**src/rtl/sbox1x2_buffered_if.sv**
```systemverilog
// Stream bundle for the 1-to-2 switching box: one input stream, two output
// streams, the route request and the busy flag.
interface sbox1x2_buffered_if #(parameter int SIZE = 32);
  logic [SIZE-1:0] in1_data;
  logic            in1_write;
  logic            in1_full_n;
  logic [SIZE-1:0] out1_data;
  logic            out1_write;
  logic            out1_full_n;
  logic [SIZE-1:0] out2_data;
  logic            out2_write;
  logic            out2_full_n;
  logic            sel;
  logic            busy;

  // Driving side: producer, both consumers and the route controller.
  modport master (
    output in1_data, in1_write, out1_full_n, out2_full_n, sel,
    input  in1_full_n, out1_data, out1_write, out2_data, out2_write, busy
  );

  // The switching box itself.
  modport slave (
    input  in1_data, in1_write, out1_full_n, out2_full_n, sel,
    output in1_full_n, out1_data, out1_write, out2_data, out2_write, busy
  );
endinterface

```
**src/rtl/sbox1x2_buffered.sv**
```systemverilog
// Registered 1-to-2 switching box with a 2-entry elastic buffer. A route
// change first drains the buffer on the old route, then flips the route.
module sbox1x2_buffered #(
  parameter int SIZE = 32
) (
  input logic                clock,
  input logic                reset,
  sbox1x2_buffered_if.slave  bus
);

  localparam logic [0:0] ACTIVE = 1'b0;
  localparam logic [0:0] DRAIN  = 1'b1;

  logic [0:0]      state_q, state_d;
  logic [1:0]      count_q, count_d;
  logic            route_q, route_d;
  logic [SIZE-1:0] mem0_q, mem0_d;   // head of the FIFO
  logic [SIZE-1:0] mem1_q, mem1_d;   // second entry

  logic nonempty, match, accept, push, pop, routed_ready;

  assign nonempty     = (count_q != 2'd0);
  assign match        = (bus.sel == route_q);
  assign routed_ready = route_q ? bus.out2_full_n : bus.out1_full_n;

  // Acceptance depends only on registered state and sel, never on the
  // consumers' full_n, so there is no ready path through the block.
  assign accept = reset && (state_q == ACTIVE) && (count_q != 2'd2) && match;
  assign push   = bus.in1_write && accept;
  assign pop    = reset && nonempty && routed_ready;

  assign bus.in1_full_n = accept;
  assign bus.out1_write = reset && nonempty && !route_q;
  assign bus.out2_write = reset && nonempty &&  route_q;
  assign bus.out1_data  = nonempty ? mem0_q : '0;
  assign bus.out2_data  = nonempty ? mem0_q : '0;
  assign bus.busy       = reset && (nonempty || (state_q == DRAIN));

  // FIFO shift/fill, occupancy and route/drain control.
  always_comb begin
    mem0_d  = mem0_q;
    mem1_d  = mem1_q;
    count_d = count_q;
    state_d = state_q;
    route_d = route_q;

    // Pop shifts the second entry to the head; push lands in the first free
    // slot after that shift.
    if (pop) mem0_d = mem1_q;
    if (push) begin
      if ((count_q == 2'd0) || ((count_q == 2'd1) && pop)) mem0_d = bus.in1_data;
      else                                                  mem1_d = bus.in1_data;
    end
    case ({push, pop})
      2'b10:   count_d = count_q + 2'd1;
      2'b01:   count_d = count_q - 2'd1;
      default: count_d = count_q;
    endcase

    if (state_q == ACTIVE) begin
      if (!match) state_d = DRAIN;
    end else begin
      if (match) begin
        state_d = ACTIVE;            // switch withdrawn, keep the old route
      end else if (count_d == 2'd0) begin
        route_d = bus.sel;
        state_d = ACTIVE;
      end
    end
  end

  // State registers with synchronous active-low reset.
  always_ff @(posedge clock) begin
    if (!reset) begin
      state_q <= ACTIVE;
      count_q <= 2'd0;
      route_q <= 1'b0;
      mem0_q  <= '0;
      mem1_q  <= '0;
    end else begin
      state_q <= state_d;
      count_q <= count_d;
      route_q <= route_d;
      mem0_q  <= mem0_d;
      mem1_q  <= mem1_d;
    end
  end

endmodule

```
**src/flat_wrapper.sv**
```systemverilog
// flat-port wrapper written by rule: the top's interface ports become plain ports
module sbox1x2_buffered_flat 
#(
  parameter int SIZE = 32
)
  (clock, reset, bus_in1_data, bus_in1_write, bus_out1_full_n, bus_out2_full_n, bus_sel, bus_in1_full_n, bus_out1_data, bus_out1_write, bus_out2_data, bus_out2_write, bus_busy);
  sbox1x2_buffered_if #(.SIZE(SIZE)) bus_i ();
  input logic clock;
  input logic reset;
  input wire logic [$bits(bus_i.in1_data)-1:0] bus_in1_data;
  input wire logic [$bits(bus_i.in1_write)-1:0] bus_in1_write;
  input wire logic [$bits(bus_i.out1_full_n)-1:0] bus_out1_full_n;
  input wire logic [$bits(bus_i.out2_full_n)-1:0] bus_out2_full_n;
  input wire logic [$bits(bus_i.sel)-1:0] bus_sel;
  output wire logic [$bits(bus_i.in1_full_n)-1:0] bus_in1_full_n;
  output wire logic [$bits(bus_i.out1_data)-1:0] bus_out1_data;
  output wire logic [$bits(bus_i.out1_write)-1:0] bus_out1_write;
  output wire logic [$bits(bus_i.out2_data)-1:0] bus_out2_data;
  output wire logic [$bits(bus_i.out2_write)-1:0] bus_out2_write;
  output wire logic [$bits(bus_i.busy)-1:0] bus_busy;
  assign bus_i.in1_data = bus_in1_data;
  assign bus_i.in1_write = bus_in1_write;
  assign bus_i.out1_full_n = bus_out1_full_n;
  assign bus_i.out2_full_n = bus_out2_full_n;
  assign bus_i.sel = bus_sel;
  assign bus_in1_full_n = bus_i.in1_full_n;
  assign bus_out1_data = bus_i.out1_data;
  assign bus_out1_write = bus_i.out1_write;
  assign bus_out2_data = bus_i.out2_data;
  assign bus_out2_write = bus_i.out2_write;
  assign bus_busy = bus_i.busy;
  sbox1x2_buffered #(.SIZE(SIZE)) u_core (.clock(clock), .reset(reset), .bus(bus_i));
endmodule
```
**config.mk**
```make
export PLATFORM = sky130hd
export DESIGN_NAME = sbox1x2_buffered_flat
export DESIGN_NICKNAME = d
export VERILOG_FILES = /design/src/rtl/sbox1x2_buffered_if.sv /design/src/rtl/sbox1x2_buffered.sv /design/src/flat_wrapper.sv
export SDC_FILE = /design/constraint.sdc
export NUM_CORES = 1
export LEC_CHECK = 0
export BUFFER_PORTS_ARGS = -buffer_cell sky130_fd_sc_hd__buf_2
export CAP_MARGIN = 20
export CORE_MARGIN = 2
export CORE_UTILIZATION = 25
export DETAILED_ROUTE_END_ITERATION = 8
export PLACE_DENSITY = 0.43
export SLEW_MARGIN = 20
export SYNTH_ARGS = -nofsm -noshare
export SYNTH_HDL_FRONTEND = slang
export SYNTH_SLANG_ARGS = --single-unit
```
**constraint.sdc**
```tcl
create_clock -name clock -period 2.52 [get_ports clock]
set_input_delay 0.378 -clock clock [delete_from_list [all_inputs] [get_ports clock]]
set_output_delay 0.378 -clock clock [all_outputs]
set_load 0.05 [all_outputs]
```
== Yosys cells after proc, flatten, opt, wreduce, memory -nomap -nowiden ==
Index checks and enable logic that the tools add are counted.
Operators by class
  multiplexer cells: 10
  reductions and logical operators: 18
  bitwise operators: 3
  equality and inequality tests: 5
  add/subtract/negate cells: 2
Operator list (count)
  $mux W32: 4
  $logic_and A1 B1 Y1: 10
  $mux W1: 5
  $eq A2 B1 Y1 const B: 2
  $logic_not A2 Y1: 2
  $pmux W2 S2: 1
  $not A1 Y1: 3
  $reduce_and A3 Y1: 1
  $add A2 B1 Y2 const B: 1
  $eq A2 B2 Y1 const B: 1
  $logic_or A1 B1 Y1: 2
  $ne A2 B2 Y1 const B: 1
  $reduce_and A2 Y1: 1
  $reduce_bool A2 Y1: 1
  $sub A2 B1 Y2 const B: 1
  $eq A1 B1 Y1: 1
  $logic_not A1 Y1: 1
Storage, ports and cells
  input port bits: 38
  word-level logic and storage cells: 43
  output and inout port bits: 68
  register bits after elaboration: 68

== Depth between registers and ports, before layout ==
  depth in word-level cells: 11
  depth in mapped cells: 11
  gate-level depth less buffers: 10

== Worst setup path after synthesis ==
No wires, ideal clock.
  path kind: input -> output
  from: in reset
  to: out bus_in1_full_n
  arrival: 2434 ps
  required time: 2142 ps
  path buffers: 2
  stages on the path: 3
  path slack: -292 ps
  cells stage by stage: buf_2 clkbuf_1 nor4b_1
On the way
  word-level cells in the longest chain between the ends: 3
RTL lines
  start: declaration: RTL line flat_wrapper.sv:9  | input logic reset;
  $logic_and A1 B1 Y1 (3 in a row): RTL line sbox1x2_buffered.sv:28  | assign accept = reset && (state_q == ACTIVE) && (count_q != 2'd2) && match;
  end: declaration: RTL line flat_wrapper.sv:15  | output wire logic [$bits(bus_i.in1_full_n)-1:0] bus_in1_full_n;
Every way passes these cells.

== Final worst setup path ==
  from: reg u_core.count_q[0]
  to: reg u_core.route_q
On the way
  word-level cells in the longest chain between the ends: 8
  elaborated cells on any way between the ends: 14
  classes of those cells: add/sub (2); eq/ne (3); mux (1); reduce/logical (8)
RTL lines
  start: declaration: RTL line sbox1x2_buffered.sv:15  | logic [1:0] count_q, count_d;
  start signal: assignment: RTL line sbox1x2_buffered.sv:82  | count_q <= count_d;
  $ne A2 B2 Y1: RTL line sbox1x2_buffered.sv:28
  $logic_and A1 B1 Y1 (2 in a row): RTL line sbox1x2_buffered.sv:28
  $logic_and A1 B1 Y1: RTL line sbox1x2_buffered.sv:29  | assign push = bus.in1_write && accept;
  $eq A2 B1 Y1 / $eq A2 B2 Y1 (equally long branches): RTL line sbox1x2_buffered.sv:54  | case ({push, pop})
  $pmux W2 S2 (*): RTL line sbox1x2_buffered.sv:54
  $logic_not A2 Y1 (*): RTL line sbox1x2_buffered.sv:65  | end else if (count_d == 2'd0) begin
  $reduce_and A3 Y1 (no source line) (*)
  end signal: assignment: RTL line sbox1x2_buffered.sv:83  | route_q <= route_d;
  end: declaration: RTL line sbox1x2_buffered.sv:16  | logic route_q, route_d;
Mark *: on every way between the ends. The rest lies on a longest branch, timed or not.
A chain may end at the register's enable or synchronous reset.

==> out/results.ini <==
[floorplan]
dieHeight_microns = 122
rows = 42
start_util_pct = 25.9
num_io_pins = 106
dieWidth_microns = 122
die_area_sq_mm = 0.0148
coreArea_sq_mm = 0.0133

[setup_path]
r2r_start = u_core.count_q[0]
path_buf_inv = 1
critPathLaunchType = flip-flop
crit_path_max_fanout = 5
end_kind = flip-flop
r2r_setup_slack_ns = 0.16
crit_type = reg2reg
cp.depth = 9
crit_required_ns = 2.77
cp_slowest_cell = dfxtp_1
crit_path_frequent_cell = ha_1
crit_chain = inv_1 > ha_1 > and4bb_2 > nand2_1 > ha_1 > mux2_2 > mux2i_2 > and4_4 > mux2i_1
crit_family = simple AND/OR/NAND/NOR gates
reg2reg_depth = 9
slowest_delay_ns = 0.37
r2r_end = u_core.route_q
arrival_ns = 2.62

[sta]
finalSetupViolCount = 0
finalHoldViolCount = 0
rsz0062_at_grt = false
relSlewSlack_pct = 45.5
maxSlewViolCount = 0
setup_tns_ns = 0
final.min_clock_period_ns = 2.36
clock_skew_ns = 0.00352
timing.fmax_mhz = 424
min_period_over_period_pct = 93.7
worst_pin_slew_ns = 0.817

[yosys]
synth_area_leader_cell = dfxtp_1
synthCells = 396
ys_types = 32
synth_top_area_share_pct = 39.4
ys_warn_count = 0
ys_seq_elements = 68
synth_most_common_cell = dfxtp_1
ys_seq_area_share_pct = 39.4
async_flop_share_pct = 0
synth_edf_count = 0
syn_area_sq_mm = 0.00346
synthTopCellsByArea = dfxtp_1 39%, mux2i_1 9.8%, nand3_1 7.2%
syn_nets = 439
synthFlopType = dfxtp_1
avgSynthCellArea_sq_um = 8.73
yosys-top-cells-count = 68 x dfxtp_1, 52 x nand2_1, 50 x nand3_1

[detailed_routing]
route.vias.total = 2871
wl_per_cell_microns = 14.4
route.detailed.drc = 0
route.detailed.vias_per_inst = 4.50
wl_microns = 9180
firstDrtPassIters = 4
dr.first_iter.drc_count = 203
ant_nets = 0

[power_and_ir_drop]
p_per_area_mw_per_mm2 = 621
leakage_nw = 1.82
total_power_mw = 2.62
peakVddDrop_uv = 280

[grt]
grtUsageTotal_pct = 12.9
overflow = 0
grt_pass1_vias = 2807
grt_pass1_wl_microns = 14500
grt_max_degree = 49
antenna_found_initial = 0

[layout]
regArea_sq_mm = 0.00136
fillers = 1416
final_core_util_pct = 31.7
final_nets = 501
antenna_cells = 0
drive_above_1_share_pct = 32.0
area_delta_synth_final_pct = 22.3
multiInputGateArea_sq_mm = 0.00169

[clocking]
clock_path_buffers = 2
htree_num_levels = 3
cts_buffers = 9
worstSkewPairLatency_ns = 0.32
clk_pin_slew_ns = 0.06
cts_tree = built
cts-root-buf = clkbuf_16
cts.sinks = 68
cts_hold_buf = 0

[job]
drv_cap = 0

[hold_path]
hp-class = in2reg
holdPathEnd = u_core.mem1_q[20]
hold_path_depth = 3
holdCritStartpoint = bus_in1_data[20]

[placed_design]
dp_hpwl_microns = 5800
io_buffers = 105
globalplace.congestion = 0.772

[status]
status = finished, final reports clean

-- worst max path at each step --
stage	start	endpoint	slack [ns]
6_report	u_core.count_q[0]	u_core.route_q	0.16
5_1_grt	u_core.count_q[0]	u_core.mem0_q[2]	0.002
4_1_cts	u_core.count_q[0]	u_core.route_q	0.12
3_5_place_dp	u_core.count_q[0]	u_core.route_q	0.13
3_3_place_gp	reset	u_core.mem1_q[29]	0.18
2_1_floorplan	u_core.count_q[0]	u_core.route_q	0.10
-- metrics by stage --
stage / setup WS (ns) / cell area (sq um) / std cells / hold WS [ns]
3_3_place_gp: 0.176 / 3890 / 622 / 0.438
2_1_floorplan: 0.100 / 3460 / 396 / 0.429
5_1_grt: 0.00236 / 4230 / 638 / 0.253
4_1_cts: 0.121 / 4190 / 637 / 0.238
6_report: 0.160 / 4230 / 638 / 0.252
3_5_place_dp: 0.127 / 3890 / 622 / 0.442
-- worst register-to-register path, cell delays in order, from the launching register on --
cell      delay, ns
dfxtp_1        0.37
inv_1          0.09
ha_1           0.22
and4bb_2       0.36
nand2_1        0.14
ha_1           0.23
mux2_2         0.27
mux2i_2        0.19
and4_4         0.26
mux2i_1        0.17
-- state kept, by name, indices dropped and copies added, names as in the netlist --
register	cells
u_core.count_q	2
u_core.mem0_q	32
u_core.mem1_q	32
u_core.route_q	1
u_core.state_q	1
-- cell type report --
type	count	share of cell area, %
Tap cell	176	5.21
Inverter	5	0.444
Sequential cell	68	32.2
Timing Repair Buffer	116	14.9
Multi-Input combinational cell	258	40.1
Clock inverter	1	0.711
Clock buffer	14	6.49
-- timing repair --
action | CTS | global route
setup buffers | 0 | 0
setup endpoints to repair | 0 | 1
resized for setup | 0 | 2
-- logic make-up after synthesis --
group	after synthesis	share of synthesized area, %
compound gates	70	14.0
xor+xnor	2	0.507
fa+ha+maj	5	1.81
buf+inv	70	12.5
flops	68	39.4
mux	36	10.8
simple gates	145	20.9
-- where the power goes --
part,leakage [nW],switching (mW),internal [mW]
Combinational,1.12,0.127,0.0896
Clock,0.149,0.432,0.842
Sequential,0.551,0.0188,1.11
-- cell usage in the layout, fill, tap and decap left out, types with 2 or more instances in the layout --
master	count
dfxtp_1	68
clkbuf_16	9
buf_4	10
buf_2	105
clkbuf_8	3
inv_1	5
nand3_1	50
nor2_1	3
clkbuf_1	2
o31ai_1	32
nand2_1	52
o21a_1	2
a21oi_1	22
nor2b_1	33
a21oi_2	10
mux2i_1	33
ha_1	5
-- routing by layer --
layer	vias up	track usage, %	part of all wire, %
met5	-	0	0
met4	0	3.66	1.1
met3	8	3.75	5.4
met2	85	21.2	47
met1	1326	16.4	46
li1	1452	-	-
(Power assumes the default switching activity.)
